**config.mk**
```make
export PLATFORM = sky130hd
export DESIGN_NAME = regfile_write_arbiter
export DESIGN_NICKNAME = d
export VERILOG_FILES = /design/src/rtl/regfile_pkg.sv /design/src/rtl/rr_arb_2.sv /design/src/rtl/regfile_write_arbiter.sv
export SDC_FILE = /design/constraint.sdc
export NUM_CORES = 1
export LEC_CHECK = 0
export CAP_MARGIN = 10
export CORE_AREA = 4 4 41 43
export CTS_CLUSTER_DIAMETER = 100
export DETAILED_ROUTE_END_ITERATION = 8
export DIE_AREA = 0 0 45 47
export GPL_TIMING_DRIVEN = 0
export HOLD_SLACK_MARGIN = 0.15
export PLACE_DENSITY = 0.63
export SYNTH_ARGS = -nofsm -noshare
export SYNTH_HDL_FRONTEND = slang
export SYNTH_SLANG_ARGS = --single-unit
```
**constraint.sdc**
```tcl
create_clock -name clk -period 1.86 [get_ports clk]
set_input_delay 0.372 -clock clk [delete_from_list [all_inputs] [get_ports clk]]
set_output_delay 0.372 -clock clk [all_outputs]
set_load 0.05 [all_outputs]
```
**src/rtl/regfile_pkg.sv**
```systemverilog
// regfile_pkg: shared constants and FSM state type for the regfile write arbiter
//   NUM_ENTRIES - regfile depth
//   ADDR_W      - regfile address width
//   DATA_W      - regfile data width
//   state_e     - arbiter FSM states (CLEAR zeroes the regfile, RUN arbitrates)
package regfile_pkg;
    localparam int NUM_ENTRIES = 4;
    localparam int ADDR_W = 2;
    localparam int DATA_W = 4;
    typedef enum logic {CLEAR, RUN} state_e;
endpackage

```
**src/rtl/rr_arb_2.sv**
```systemverilog
// rr_arb_2: two-input round-robin arbiter with enable
//   clk   - clock
//   rst_n - asynchronous active-low reset (prio returns to client 0)
//   en    - allow grants this cycle
//   req   - request vector, bit i from client i
//   gnt   - one-hot (or zero) grant vector
module rr_arb_2 (
    input  logic       clk,
    input  logic       rst_n,
    input  logic       en,
    input  logic [1:0] req,
    output logic [1:0] gnt
);
    logic prio_q, prio_d;

    always_comb begin
        gnt = 2'b00;
        if (en) gnt = (req == 2'b11) ? (prio_q ? 2'b10 : 2'b01) : req;
        // The winner loses priority next time; idle cycles keep the pointer.
        prio_d = gnt[0] ? 1'b1 : (gnt[1] ? 1'b0 : prio_q);
    end

    always_ff @(posedge clk or negedge rst_n) begin
        if (!rst_n) prio_q <= 1'b0;
        else        prio_q <= prio_d;
    end
endmodule

```
**src/rtl/regfile_write_arbiter.sv**
```systemverilog
// regfile_write_arbiter: shares the regfile write port between two clients, zeroing it after reset/clear
//   clk, rst_n           - clock, asynchronous active-low reset
//   clear                - synchronous request to re-zero all entries
//   reqN_val/addr/data   - client N write request
//   reqN_rdy             - client N write accepted this cycle
//   rf_wen/waddr/wdata   - regfile write port
//   init_done            - high once the regfile has been zeroed (RUN)
module regfile_write_arbiter
    import regfile_pkg::*;
(
    input  logic              clk,
    input  logic              rst_n,
    input  logic              clear,
    input  logic              req0_val,
    input  logic [ADDR_W-1:0] req0_addr,
    input  logic [DATA_W-1:0] req0_data,
    output logic              req0_rdy,
    input  logic              req1_val,
    input  logic [ADDR_W-1:0] req1_addr,
    input  logic [DATA_W-1:0] req1_data,
    output logic              req1_rdy,
    output logic              rf_wen,
    output logic [ADDR_W-1:0] rf_waddr,
    output logic [DATA_W-1:0] rf_wdata,
    output logic              init_done
);
    state_e            state_q, state_d;
    logic [ADDR_W-1:0] cnt_q, cnt_d;
    logic [1:0]        gnt;
    logic              run;

    assign run = (state_q == RUN);

    rr_arb_2 u_arb (
        .clk   (clk),
        .rst_n (rst_n),
        .en    (run && !clear),
        .req   ({req1_val, req0_val}),
        .gnt   (gnt)
    );

    always_comb begin
        state_d = state_q;
        cnt_d   = cnt_q;
        if (!run) begin
            // cnt wraps to 0 naturally after the last entry.
            cnt_d = clear ? '0 : cnt_q + 1'b1;
            if (!clear && cnt_q == ADDR_W'(NUM_ENTRIES - 1)) state_d = RUN;
        end else if (clear) begin
            state_d = CLEAR;
            cnt_d   = '0;
        end
        req0_rdy  = gnt[0];
        req1_rdy  = gnt[1];
        init_done = run;
        rf_wen    = !run || (|gnt);
        rf_waddr  = !run ? cnt_q : gnt[0] ? req0_addr : gnt[1] ? req1_addr : '0;
        // gnt is zero while clearing, so wdata is 0 there as well.
        rf_wdata  = gnt[0] ? req0_data : gnt[1] ? req1_data : '0;
    end

    always_ff @(posedge clk or negedge rst_n) begin
        if (!rst_n) begin
            state_q <= CLEAR;
            cnt_q   <= '0;
        end else begin
            state_q <= state_d;
            cnt_q   <= cnt_d;
        end
    end
endmodule
```
Word level (Yosys, flattened, before mapping). Index checks and enable logic that the tools add are counted.

Bits in registers: 4. Bits of input ports: 17. Output and inout port bits: 10. Word-level logic and storage cells: 30.

Add/subtract/negate cells: 1. Equality and inequality tests: 3. Multiplexer cells: 16. Reductions and logical operators: 7.

Operators by type and width (number): $mux W2 (9); $mux W4 (2); $mux W1 (5); $eq A2 B2 Y1 const B (2); $add A2 B1 Y2 const B (1); $logic_and A1 B1 Y1 (2); $logic_not A1 Y1 (2); $ne A2 B2 Y1 const B (1); $reduce_bool A2 Y1 (1); $reduce_or A2 Y1 (1); $logic_or A1 B1 Y1 (1).

Logic depth before layout (Yosys ltp). Gate-level depths: netlist (run 1).

Depth after elaboration: 6. Mapped depth: 4. Gate-level depth less buffers: 3.

Cells and area by module. Synthesis (run 1) repeated with hierarchy kept, for this count alone.

Cells, all modules: 39. Area total of the unflattened synthesis: 315.3 um^2.

Modules (own cells, without submodules): regfile_write_arbiter (times used 1, cells an instance 30, area an instance 246.5 um^2, seq. area each 75.1 um^2); rr_arb_2 (times used 1, cells an instance 9, area an instance 68.8 um^2, seq. area each 25.0 um^2).

Worst setup path after synthesis (run 1). No wires, ideal clock.

Kind: register -> output. Start point: register state_q, in the netlist init_done. End point: output rf_wdata[0]. Data arrival time: 2.011 ns. Data required time: 1.488 ns. Setup slack: -0.523 ns. Cell stages (with the launch flop): 5. Cell sequence: dfrtp_1 buf_6 nand3b_1 a21oi_2 a22o_1.

Elaborated cells between the ends (all ways): 4. Classes of those cells: mux (3); reduce/logical (1).

RTL lines: start: declaration (line regfile_write_arbiter.sv:27) `state_e state_q, state_d;`; start signal: assignment (line regfile_write_arbiter.sv:67) `state_q <= state_d;`; $logic_and A1 B1 Y1 (line regfile_write_arbiter.sv:37) `.en (run && !clear),`; $mux W2 (line rr_arb_2.sv:18) `if (en) gnt = (req == 2'b11) ? (prio_q ? 2'b10 : 2'b01) : req;`; via req0_rdy (line regfile_write_arbiter.sv:17) `output logic req0_rdy,`; $mux W4 (line regfile_write_arbiter.sv:59) `rf_wdata = gnt[0] ? req0_data : gnt[1] ? req1_data : '0;`; end: declaration (line regfile_write_arbiter.sv:24) `output logic [DATA_W-1:0] rf_wdata,`.

The timed path passes the listed nets, and every way through them passes these cells.

Worst setup path after layout (run 1).
Start point: register state_q, in the netlist init_done. End point: output rf_waddr[1].

Word-level cells in the longest chain between the ends: 5.

RTL lines: $logic_and A1 B1 Y1 (line regfile_write_arbiter.sv:37); $mux W2 (line rr_arb_2.sv:18); $mux W2 (2 in a row) (line regfile_write_arbiter.sv:57) `rf_waddr = !run ? cnt_q : gnt[0] ? req0_addr : gnt[1] ? req1_addr : '0;`; $mux W2 * (line regfile_write_arbiter.sv:57); end: declaration (line regfile_write_arbiter.sv:23) `output logic [ADDR_W-1:0] rf_waddr,`.

Mark *: on every way between the ends. The rest lies on a longest branch, timed or not.

==> impl_results.md, run 1 <==
* Status: complete, but fails checks
* Failing checks: negative setup slack
* Area of the die at ~2100 µm²
* Register bit count reported by yosys at 4
* Final period util at 1.02
* Gate power share at 0.486
* Worst reg-to-reg setup slack at roughly 0.83 ns
* Share of synthesized flip-flops with an asynchronous set or reset at 1.00
* Syn Std Cell Area at 303 µm²
* CP Capture Point: rf_waddr[1]
* WP data arrival at ~1.5 ns
* Die H at between 40 and 50 µm
* DR DRC count at 0
* CTS tree: built
* Root Buffer: clkbuf_4
* # clock sinks at 4
* Max Cap Violations at 0
* Seq/Total Area, Yosys at 0.331
* Vias in the first global route at between 300 and 400
* Most frequent cells after synthesis: nor2_1 (5), a22o_1 (4), dfrtp_1 (4)
* Kind of end point of the critical path: primary output
* H-tree depth at 1
* Internal at approximately 300 µW
* Area delta synth->final at 114%
* Slew HR at 0.672
* P_leak at a little under 0.3 nW
* Clk Latency, worst-skew pair at about 0.23 ns
* Area leader, netlist: dfrtp_1
* Fmax at 0.525 GHz
* Worst r2r path cells at 5
* Final WL at approximately 1100 µm
* Area after DPL at ~600 µm²
* Worst-margin pin slew at around 0.49 ns
* Port bufs at 26
* Clock network power share at 0.237
* Ranking of synthesized cells by area: dfrtp_1 (33%), a22o_1 (12%), a221o_1 (6.6%), nor2_1 (6.2%), a21oi_4 (5.4%)
* Routability congestion estimate at approximately 0.7
* Initial antenna violation count at 0
* Switching share of power at 0.386
* Die width at between 40 and 50 µm
* Post-Synthesis Cells at 32
* Min-Delay Path Class: in2async
* Yosys cell types at 16
* Post-layout min period at 1.90 ns
* RSZ-0062 raised after global routing: yes
* CTS buffer count at 3
* Share of layout cells above drive strength 1 at 0.375
* Antenna viol nets, final at 0
* Final Worst Setup Slack at -0.0430 ns
* Hold Vio Cnt, Final at 0
* Largest net degree at the start of global routing at 8
* First-iteration detailed-routing DRC count at 3
* Most frequent cell after synthesis: nor2_1
* R2r endpoint: u_arb.prio_q
* Mean Syn Cell Area at about 9.5 µm²
* Std-Cell Rows at 13
* Final slew viol count at 0
* Drt first pass iters at 2
* Crit Reg-Reg Startpoint: init_done
* Total GRT Usage at 0.105
* Top_reg_cell synth: dfrtp_1
* Crit-path max FO at 5
* Max IR drop VDD at between 0.4 and 0.5 mV
* Critical path class: reg2out
* Hpwl dp at 833 µm
* CP Launch Type: register
* Crit path launch: init_done
* Routed vias/inst at 4.57
* Total global routing overflow at 0
* Power per cell area at 759 nW/µm²
* Setup Skew at between 0.006 and 0.007 ns
* I/O pin count at 27
* Syn_nets at 50
* Starting Density at 0.233
* Synth Warn # at 0
* Reg clk slew, reported paths at 0.04 ns
* Endpoints failing setup at 2
* First-pass GRT wire length at 1530 µm
* Ant diodes at 0
* Clock buffer depth at 2
* Via count at approximately 360
* WP data required at ~1.5 ns
* Routed len/inst at about 14 µm
* Post-CTS Hold Buffers at 0
* Finished Core Util at 0.497
* EDFF count, synth at 0
* Nets at 83
* Fin area at between 600 and 700 µm²
* Sequential share of power at 0.278
* Core ar. at ~1300 µm²
* Switching power at 190 µW
* Share of the synthesized area in the top cell type at 0.331
==> metal layers <==
metal  part of all wire  track usage  up-vias
met3              0.066       0.0498        0
met4                  0       0.0702        0
met5                  0            0        -
li1                   -            -      183
met1               0.41        0.113      166
met2               0.52        0.164       12
==> area by class of cell <==
| type | instances | area, µm² |
|---|---|---|
| flip-flops and latches | 4 | 101 |
| plain buffers | 1 | 11.3 |
| clock buffers | 4 | 26.3 |
| well taps | 15 | 18.8 |
| multi-input cells | 25 | 199 |
| inverters | 2 | 7.51 |
| repair buffers | 28 | 283 |
| fillers | 139 | 654 |
==> placed cells by master, fill, tap and decap left out <==
cell / netlist / layout
dfrtp_2: 0 / 1
mux2i_1: 1 / 1
nand2_1: 2 / 2
dfrtp_1: 4 / 3
nand3b_1: 2 / 2
nor2_1: 5 / 5
buf_6: 1 / 4
a221o_2: 0 / 2
clkbuf_4: 0 / 3
buf_4: 0 / 2
a22o_2: 0 / 4
inv_1: 2 / 2
and3_1: 2 / 2
buf_2: 0 / 2
clkbuf_1: 0 / 1
clkdlybuf4s50_1: 0 / 14
clkdlybuf4s15_2: 0 / 1
clkdlybuf4s15_1: 0 / 1
buf_8: 0 / 3
a21oi_4: 1 / 2
dlygate4sd2_1: 0 / 2
xor2_1: 1 / 1
ha_1: 1 / 1
o21ai_0: 2 / 2
and3b_1: 1 / 1
==> metrics by stage <==
step / instances / setup slack, ns / TNS [ns] / power [mW] / hold WS (ns)
2_1_floorplan: 32 / -0.119 / -0.671 / 0.272 / 0.0764
3_3_place_gp: 73 / -0.857 / -6.98 / 0.357 / 0.558
3_5_place_dp: 73 / -0.886 / -7.23 / 0.359 / 0.570
4_1_cts: 78 / -0.0578 / -0.114 / 0.498 / 0.335
5_1_grt: 79 / -0.121 / -0.258 / 0.528 / 0.328
6_report: 79 / -0.0430 / -0.0838 / 0.491 / 0.336
==> critical path: stages, from the launching register on <==
cell and delay, ns:
dfrtp_2 0.40, buf_6 0.12, and3b_1 0.17, and3_1 0.14, a221o_2 0.31, buf_8 0.15
==> state kept, by name, summed over array words and instances (netlist names) <==
register,flops
init_done,1
u_arb.prio_q,1
cnt_q,2
==> power groups by stage <==
stage               sequential, mW  clock [mW]  combinational (mW)
floorplan                    0.142           0               0.130
detailed placement           0.138           0               0.222
global placement             0.137           0               0.220
global route                 0.140       0.133               0.255
finish                       0.136       0.116               0.238
CTS                          0.137       0.123               0.238
==> worst min-delay path by stage <==
stage,from,end,slack (ns)
2_1_floorplan,rst_n,cnt_q[0],0.08
3_3_place_gp,cnt_q[1],cnt_q[1],0.56
3_5_place_dp,cnt_q[1],cnt_q[1],0.57
4_1_cts,rst_n,cnt_q[1],0.33
5_1_grt,rst_n,cnt_q[1],0.33
6_report,rst_n,cnt_q[1],0.34
==> logic make-up (layout without fill, tap and decap cells) <==
family,Yosys count,count (layout),synth area share
adders and majority gates,1,1,0.0413
and+or+nand+nor,12,12,0.207
buffers and inverters,3,35,0.0620
AOI/OAI and AO/OA,10,10,0.298
DFF,4,4,0.331
xor gates and xnor gates,1,1,0.0289
muxes,1,1,0.0331
==> repair_timing <==
| item | 4_1_cts | 5_1_grt |
|---|---|---|
| endpoints found under the hold margin | 0 | 0 |
| endpoints found under the setup margin | 9 | 7 |
| buffers inserted | 1 | 1 |
| pin swaps | 3 | 1 |
| resized for setup | 56 | 6 |
No activity file was read; power rests on OpenSTA's default activity.
==> run 2: changes to the inputs <==
- HOLD_SLACK_MARGIN: 0.15 -> 0.08
==> results of run 2 <==
The final DEF is identical to that of run 1; final timing and power are the same.
==> run 3: changes to the inputs <==
- ABC_CLOCK_PERIOD_IN_PS: not set -> 1860
==> results of run 3 <==
The final DEF is identical to that of run 1; final timing and power are the same.
